[config.mk]
export PLATFORM = sky130hd
export DESIGN_NAME = icache_refill_ctrl
export DESIGN_NICKNAME = d
export VERILOG_FILES = /design/src/rtl/icache_pkg.sv /design/src/rtl/icache_victim_sel.sv /design/src/rtl/icache_refill_ctrl.sv
export SDC_FILE = /design/constraint.sdc
export NUM_CORES = 1
export LEC_CHECK = 0
export CORE_MARGIN = 8
export CORE_UTILIZATION = 40
export CTS_CLUSTER_DIAMETER = 100
export DETAILED_ROUTE_END_ITERATION = 16
export GPL_TIMING_DRIVEN = 0
export HOLD_SLACK_MARGIN = 0.06
export PLACE_DENSITY = 0.8
export SLEW_MARGIN = 10
export SYNTH_ARGS = -nofsm -noshare
export SYNTH_HDL_FRONTEND = slang
export SYNTH_HIERARCHICAL = 1
export SYNTH_SLANG_ARGS = --single-unit
[constraint.sdc]
create_clock -name clk_i -period 1.8 [get_ports clk_i]
set_input_delay 0.18 -clock clk_i [delete_from_list [all_inputs] [get_ports clk_i]]
set_output_delay 0.18 -clock clk_i [all_outputs]
set_load 0.1 [all_outputs]
[src/rtl/icache_pkg.sv]
// Shared instruction-cache definitions: geometry defaults, refill FSM states and
// fill-bus transaction types.
package icache_pkg;

    localparam int ICACHE_TAG_WIDTH = 20;
    localparam int ICACHE_IDX_WIDTH = 8;
    localparam int ICACHE_WAYS      = 4;

    typedef enum logic [2:0] {
        ST_IDLE,
        ST_REQ,
        ST_WAIT,
        ST_WRITE,
        ST_FLUSH
    } refill_state_t;

    typedef struct packed {
        logic [ICACHE_TAG_WIDTH-1:0] tag;
        logic [ICACHE_IDX_WIDTH-1:0] idx;
    } fill_req_t;

    typedef struct packed {
        logic valid;
        logic err;
    } fill_resp_t;

endpackage

[src/rtl/icache_victim_sel.sv]
// Victim way choice: lowest invalid way wins, otherwise a round-robin pointer
// that only advances when it actually supplies the victim.
module icache_victim_sel
    import icache_pkg::*;
#(
    parameter int WAYS = ICACHE_WAYS
) (
    input  logic                      clk_i,
    input  logic                      rst_i,
    input  logic [WAYS-1:0]           vbits_i,
    input  logic                      use_i,
    output logic [$clog2(WAYS)-1:0]   victim_o
);

    localparam int VW = $clog2(WAYS);

    logic [VW-1:0] rr_cnt;
    logic          all_valid;

    assign all_valid = &vbits_i;

    // Scan downwards so the lowest-numbered free way is the last (winning) assignment.
    always_comb begin
        victim_o = rr_cnt;
        for (int i = WAYS - 1; i >= 0; i--) begin
            if (!vbits_i[i]) begin
                victim_o = VW'(i);
            end
        end
    end

    always_ff @(posedge clk_i or posedge rst_i) begin
        if (rst_i) begin
            rr_cnt <= '0;
        end else if (use_i && all_valid) begin
            rr_cnt <= rr_cnt + VW'(1);
        end
    end

endmodule

[src/rtl/icache_refill_ctrl.sv]
// I-cache line refill controller: issues one fill request per accepted miss,
// writes the returned tag into the victim way and sequences invalidate-all.
//
// state    | meaning
// ---------+-------------------------------------------------------------
// ST_IDLE  | waiting for a miss or flush request
// ST_REQ   | fill request presented, waiting for downstream ready
// ST_WAIT  | request accepted, waiting for the fill response
// ST_WRITE | one cycle: write captured tag into the victim way
// ST_FLUSH | one cycle: clear all valid bits
module icache_refill_ctrl
    import icache_pkg::*;
#(
    parameter int TAG_WIDTH = ICACHE_TAG_WIDTH,
    parameter int IDX_WIDTH = ICACHE_IDX_WIDTH,
    parameter int WAYS      = ICACHE_WAYS
) (
    input  logic                           clk_i,
    input  logic                           rst_i,
    input  logic                           miss_i,
    input  logic [TAG_WIDTH-1:0]           miss_tag_i,
    input  logic [IDX_WIDTH-1:0]           miss_idx_i,
    input  logic [WAYS-1:0]                way_vbits_i,
    input  logic                           flush_i,
    output logic                           fill_req_valid_o,
    input  logic                           fill_req_ready_i,
    output logic [TAG_WIDTH+IDX_WIDTH-1:0] fill_req_addr_o,
    input  logic                           fill_resp_valid_i,
    input  logic                           fill_resp_err_i,
    output logic [WAYS-1:0]                tag_req_o,
    output logic                           tag_we_o,
    output logic                           tag_vbit_o,
    output logic [TAG_WIDTH-1:0]           tag_data_o,
    output logic [IDX_WIDTH-1:0]           tag_addr_o,
    output logic                           tag_flush_o,
    output logic                           busy_o,
    output logic                           refill_done_o,
    output logic                           refill_err_o,
    output logic [$clog2(WAYS)-1:0]        victim_way_o
);

    localparam int VW = $clog2(WAYS);

    refill_state_t          state;
    logic                   flush_pending;
    logic [TAG_WIDTH-1:0]   cap_tag;
    logic [IDX_WIDTH-1:0]   cap_idx;
    logic [VW-1:0]          cap_victim;
    logic [VW-1:0]          sel_victim;
    logic [WAYS-1:0]        way_onehot;
    logic                   miss_take;
    logic                   flush_now;
    fill_resp_t             resp;

    assign resp       = '{valid: fill_resp_valid_i, err: fill_resp_err_i};
    assign miss_take  = (state == ST_IDLE) && miss_i && !flush_i;
    // A flush seen in the same cycle as a response already forbids the tag write.
    assign flush_now  = flush_pending || flush_i;
    assign way_onehot = WAYS'(1) << cap_victim;

    assign fill_req_addr_o = {cap_tag, cap_idx};
    assign tag_data_o      = cap_tag;
    assign tag_addr_o      = cap_idx;
    assign victim_way_o    = cap_victim;

    icache_victim_sel #(
        .WAYS(WAYS)
    ) u_victim_sel (
        .clk_i    (clk_i),
        .rst_i    (rst_i),
        .vbits_i  (way_vbits_i),
        .use_i    (miss_take),
        .victim_o (sel_victim)
    );

    always_ff @(posedge clk_i or posedge rst_i) begin
        if (rst_i) begin
            state            <= ST_IDLE;
            flush_pending    <= 1'b0;
            cap_tag          <= '0;
            cap_idx          <= '0;
            cap_victim       <= '0;
            fill_req_valid_o <= 1'b0;
            tag_req_o        <= '0;
            tag_we_o         <= 1'b0;
            tag_vbit_o       <= 1'b0;
            tag_flush_o      <= 1'b0;
            busy_o           <= 1'b0;
            refill_done_o    <= 1'b0;
            refill_err_o     <= 1'b0;
        end else begin
            tag_req_o     <= '0;
            tag_we_o      <= 1'b0;
            tag_vbit_o    <= 1'b0;
            tag_flush_o   <= 1'b0;
            refill_done_o <= 1'b0;
            refill_err_o  <= 1'b0;

            case (state)
                ST_IDLE: begin
                    if (flush_i) begin
                        state       <= ST_FLUSH;
                        tag_flush_o <= 1'b1;
                        busy_o      <= 1'b1;
                    end else if (miss_i) begin
                        cap_tag          <= miss_tag_i;
                        cap_idx          <= miss_idx_i;
                        cap_victim       <= sel_victim;
                        state            <= ST_REQ;
                        fill_req_valid_o <= 1'b1;
                        busy_o           <= 1'b1;
                    end
                end

                ST_REQ: begin
                    if (flush_i) begin
                        flush_pending <= 1'b1;
                    end
                    if (fill_req_ready_i) begin
                        fill_req_valid_o <= 1'b0;
                        state            <= ST_WAIT;
                    end
                end

                ST_WAIT: begin
                    if (flush_i) begin
                        flush_pending <= 1'b1;
                    end
                    if (resp.valid) begin
                        if (!resp.err && !flush_now) begin
                            state         <= ST_WRITE;
                            tag_req_o     <= way_onehot;
                            tag_we_o      <= 1'b1;
                            tag_vbit_o    <= 1'b1;
                            refill_done_o <= 1'b1;
                        end else begin
                            refill_err_o <= resp.err;
                            if (flush_now) begin
                                state       <= ST_FLUSH;
                                tag_flush_o <= 1'b1;
                            end else begin
                                state  <= ST_IDLE;
                                busy_o <= 1'b0;
                            end
                        end
                    end
                end

                ST_WRITE: begin
                    if (flush_now) begin
                        flush_pending <= 1'b1;
                        state         <= ST_FLUSH;
                        tag_flush_o   <= 1'b1;
                    end else begin
                        state  <= ST_IDLE;
                        busy_o <= 1'b0;
                    end
                end

                ST_FLUSH: begin
                    flush_pending <= 1'b0;
                    state         <= ST_IDLE;
                    busy_o        <= 1'b0;
                end

                default: begin
                    state            <= ST_IDLE;
                    flush_pending    <= 1'b0;
                    fill_req_valid_o <= 1'b0;
                    busy_o           <= 1'b0;
                end
            endcase
        end
    end

endmodule

; Yosys cells after proc, flatten, opt, wreduce, memory -nomap -nowiden
; Index checks and enable logic that the tools add are counted.
[totals]
ff_bits = 45
out_inout_bits = 69
word_cells = 84
[op_classes]
addsub = 1
eq_ne = 12
shift = 1
muxes = 37
bitwise = 4
n_reduce_logical = 17
[op_table]
columns = cell, n
row1 = $mux W1, 19
row2 = $mux W3, 6
row3 = $mux W4, 3
row4 = $ne A2 B2 Y1 const B, 6
row5 = $pmux W3 S4, 1
row6 = $reduce_and A4 Y1, 3
row7 = $pmux W1 S3, 3
row8 = $reduce_and A3 Y1, 3
row9 = $mux W2, 4
row10 = $eq A3 B2 Y1 const B, 2
row11 = $logic_and A1 B1 Y1, 4
row12 = $not A1 Y1, 4
row13 = $pmux W1 S4, 1
row14 = $shl A1 B2 Y4 const A, 1
row15 = $eq A3 B1 Y1 const B, 1
row16 = $eq A3 B3 Y1 const B, 1
row17 = $logic_not A1 Y1, 3
row18 = $logic_not A3 Y1, 1
row19 = $ne A3 B3 Y1 const B, 1
row20 = $reduce_or A3 Y1, 1
row21 = $add A2 B1 Y2 const B, 1
row22 = $ne A2 B1 Y1 const B, 1
row23 = $reduce_or A2 Y1, 1
row24 = $logic_or A1 B1 Y1, 1

; Logic depth before layout (Yosys ltp)
[logic_depth]
word_depth = 6
depth_mapped = 7

; By module
; Netlist, hierarchy kept.
[by_module_without_submodules]
columns = module, n_inst, cells_per_inst, area_per_inst_um2, seq_area_each_um2
row1 = icache_refill_ctrl, 1, 146, 2068.2, 1076.0
row2 = icache_victim_sel, 1, 14, 118.9, 50.0

; Worst setup path after synthesis
; OpenSTA, ideal clock, no wires.
[synth_timing]
path_type = reg-to-reg
startpoint = register state[1]
endpoint = register u_victim_sel.rr_cnt[1]
arrival_time_ns = 1.505
required_time_ns = 1.677
setup_slack_ns = 0.173
path_stages_with_launch = 8
cell_sequence = dfrtp_1 nor2_2 nor4bb_4 buf_6 buf_12 and3_1 nand4_1 xnor2_1
[synth_between]
elab_chain_len = 4
[synth_lines]
columns = item, line_no
row1 = "start, declared", icache_refill_ctrl.sv:44  ; refill_state_t state;
row2 = "start signal, assigned", icache_refill_ctrl.sv:78  ; state <= ST_IDLE;
row3 = "start signal, assigned", icache_refill_ctrl.sv:102  ; state <= ST_FLUSH;
row4 = "start signal, assigned", icache_refill_ctrl.sv:109  ; state <= ST_REQ;
row5 = $logic_not A3 Y1, icache_refill_ctrl.sv:56  ; assign miss_take = (state == ST_IDLE) && miss_i && !flush_i;
row6 = $logic_and A1 B1 Y1 (2 in a row), icache_refill_ctrl.sv:56
row7 = net miss_take, icache_refill_ctrl.sv:51  ; logic miss_take;
row8 = $logic_and A1 B1 Y1, icache_victim_sel.sv:35  ; end else if (use_i && all_valid) begin
row9 = "end signal, assigned", icache_victim_sel.sv:36  ; rr_cnt <= rr_cnt + VW'(1);
row10 = "end, declared", icache_victim_sel.sv:17  ; logic [VW-1:0] rr_cnt;
; The timed path passes the listed nets, and every way through them passes these cells.
; A chain may end at the register's enable or synchronous reset.

; Final worst setup path
[layout_timing]
startpoint = register cap_victim[1] (netlist: victim_way_o[1])
endpoint = output port victim_way_o[1]
[layout_lines]
columns = item, line_no
row1 = "start, declared", icache_refill_ctrl.sv:48  ; logic [VW-1:0] cap_victim;
row2 = "start signal, assigned", icache_refill_ctrl.sv:108  ; cap_victim <= sel_victim;
row3 = "end, declared", icache_refill_ctrl.sv:39  ; output logic [$clog2(WAYS)-1:0] victim_way_o
; No word-level cell between the ends.

==> impl_metrics.env <==
export IMPL_status="complete, no violations"
export IMPL_path_delay_family="buffers and inverters"
export IMPL_slew_headroom_pct=34.07
export IMPL_yosys_warnings=6
export IMPL_crit_chain="clkdlybuf4s15_1"
export IMPL_max_freq_mhz=565.9
export IMPL_wl_per_cell_um=15.12
export IMPL_vias_per_cell=4.587
export IMPL_post_route_period_util_pct=98.17
export IMPL_timing_rr_start="state[1]"
export IMPL_synth_area_leaders="dfrtp_1 (51%), mux2_4 (19%), buf_4 (10%)"
export IMPL_clkTransAtPathRegs_ps=80
export IMPL_cpPeakStageDelay_ps=860
export IMPL_setup_viol_count_final=0
export IMPL_cp_start_kind="flop"
export IMPL_grt_ovfl_total=0
export IMPL_hold_class="in2async"
export IMPL_regArea_um2=1129
export IMPL_cts_max_path_buffers=2
export IMPL_grt_max_degree=30
export IMPL_fin_setup_tns_ps=0
export IMPL_hpwl_um=4226
export IMPL_wl_um=5278
export IMPL_layout_commonest_cell="dfrtp_1"
export IMPL_start_util_pct=40.46
export IMPL_synth_top_area_share_pct=51.49
export IMPL_area_growth_pct=51.32
export IMPL_num_vias=1601
export IMPL_fin_util_pct=61.23
export IMPL_grt_pass1_vias=1693
export IMPL_layout_common_cells="dfrtp_1 (43), clkdlybuf4s50_1 (38), dlygate4sd2_1 (37)"
export IMPL_core_um2=5405
export IMPL_r2r_slack_ps=70
export IMPL_clk_latency_ps=290
export IMPL_syn_inst=160
export IMPL_avgSynthCellArea_um2=13.67
export IMPL_die_area_um2=8090
export IMPL_crit_type="reg2out"
export IMPL_cpMaxStageDelayCell="clkdlybuf4s15_1"
export IMPL_final_nets=315
export IMPL_grt_first_pass_wirelength_um=8362
export IMPL_ys_ff_latch=45
export IMPL_r2r_end="u_victim_sel/rr_cnt[1]"
export IMPL_path_buf_inv=1
export IMPL_rows=27
export IMPL_io_pins=108
export IMPL_cts_tree="done"
export IMPL_use_met2_pct=20.61
export IMPL_portBuffers=107
export IMPL_drtIter0Drc=20
export IMPL_met3_usage_pct=5.569
export IMPL_crit_required_ps=1620
export IMPL_tightest_slew_ps=992.9
export IMPL_drc=0
export IMPL_period_needed_ps=1767
export IMPL_synth_fp_nets=199
export IMPL_busiest_layer="met2"
export IMPL_grt_met1_usage_pct=14.33
export IMPL_drive_gt1_share_pct=39.35
export IMPL_antenna_found_initial=0
export IMPL_path_max_fanout=6
export IMPL_ant_nets=0
export IMPL_grt_usage_pct=12.54
export IMPL_cts_root_buffer="clkbuf_8"
export IMPL_maxCapViolations=0
export IMPL_skew_ps=8.745
export IMPL_die_w_um=89.95
export IMPL_first_pass_iters=4
export IMPL_slew_violations=0
export IMPL_multiInputGateArea_um2=739.5
export IMPL_synth_top_area_cell="dfrtp_1"
export IMPL_clock_sinks=45
export IMPL_diodes=0
export IMPL_gp_congestion=0.8243
export IMPL_rr_worst_depth=7
export IMPL_syn_cell_area_um2=2187
export IMPL_cts_buffers=5
export IMPL_die_y_um=89.95
export IMPL_crit_path_end_kind="output port"
export IMPL_cp_data_arrival_time_ps=1590
export IMPL_ys_types=33
export IMPL_seq_area_frac_synth_pct=51.49
export IMPL_hold_violations=0
export IMPL_htree_levels=2
export IMPL_final_fill_count=473
export IMPL_rsz0062_at_grt="true"
state kept, by name, indices dropped and copies added, names as in the netlist, 2 cells and up:
signal,count
tag_addr_o,8
state,3
tag_req_o,4
tag_data_o,20
u_victim_sel/rr_cnt,2
victim_way_o,2
through the flow:
stage	hold WS (ps)	setup slack, ps	instance area [µm²]	instances
final	81.48	33.00	3309	349
after global routing	91.26	-40.46	3309	349
after CTS	75.84	4.145	3431	348
after detailed placement	395.8	-217.7	3368	340
after global placement	370.2	-330.7	3348	339
after floorplan	-78.82	172.5	2187	160
layout make-up:
cell class	instances	share of cell area (%)
flip-flops and latches	45	34.10
repair buffers	109	27.90
multi-input cells	73	22.34
plain buffers	34	8.960
clock buffers	7	2.911
well taps	72	2.722
inverters	8	0.9074
clock inverters	1	0.1512
metal layers:
metal / up-vias / wire, µm
met5: - / 0
met4: 0 / 54
met3: 6 / 438
met2: 73 / 2551
met1: 771 / 2233
li1: 751 / -
cell families after synthesis:
group | count (synthesis) | share of synthesized area, %
buffers and inverters | 42 | 14.93
multiplexers | 30 | 20.25
AO/OA/AOI/OAI | 15 | 5.150
flip-flops | 45 | 51.49
XOR/XNOR | 2 | 0.8011
AND/OR/NAND/NOR | 26 | 7.380
synthesized netlist by cell type, drive strengths merged:
cell	number
dfrtp	45
buf	34
mux2	30
inv	8
nand2	5
nor2	5
a2111oi	3
a21oi	2
and3	2
nand2b	2
nor3	2
nor3b	2
nor4bb	2
o21ai	2
or2	2
xnor2	2
a21boi	1
a21o	1
a221o	1
a311oi	1
a31oi	1
a32oi	1
and2	1
nand3	1
nand4	1
nor2b	1
o22a	1
o31a	1
how the worst max path moves through the flow:
| stage | start | to | slack (ps) | cells after the start |
|---|---|---|---|---|
| global placement | rst_i | tag_flush_o | -330 | 2 |
| CTS | tag_data_o[8] | tag_data_o[8] | 4 | 2 |
| finish | victim_way_o[1] | victim_way_o[1] | 30 | 1 |
| global route | state[1] | u_victim_sel/rr_cnt[1] | -40 | 7 |
| detailed placement | flush_i | u_victim_sel/rr_cnt[1] | -220 | 7 |
| floorplan | state[1] | u_victim_sel/rr_cnt[1] | 170 | 7 |
what timing repair did:
item,CTS,global route
setup buffers,0,1
setup endpoints to repair,70,28
hold buffers,0,0
gates resized for setup,106,27
Power is left out: the tool's default activity adds up to more than one toggle a clock period on the data nets, which glitch-free logic cannot reach.
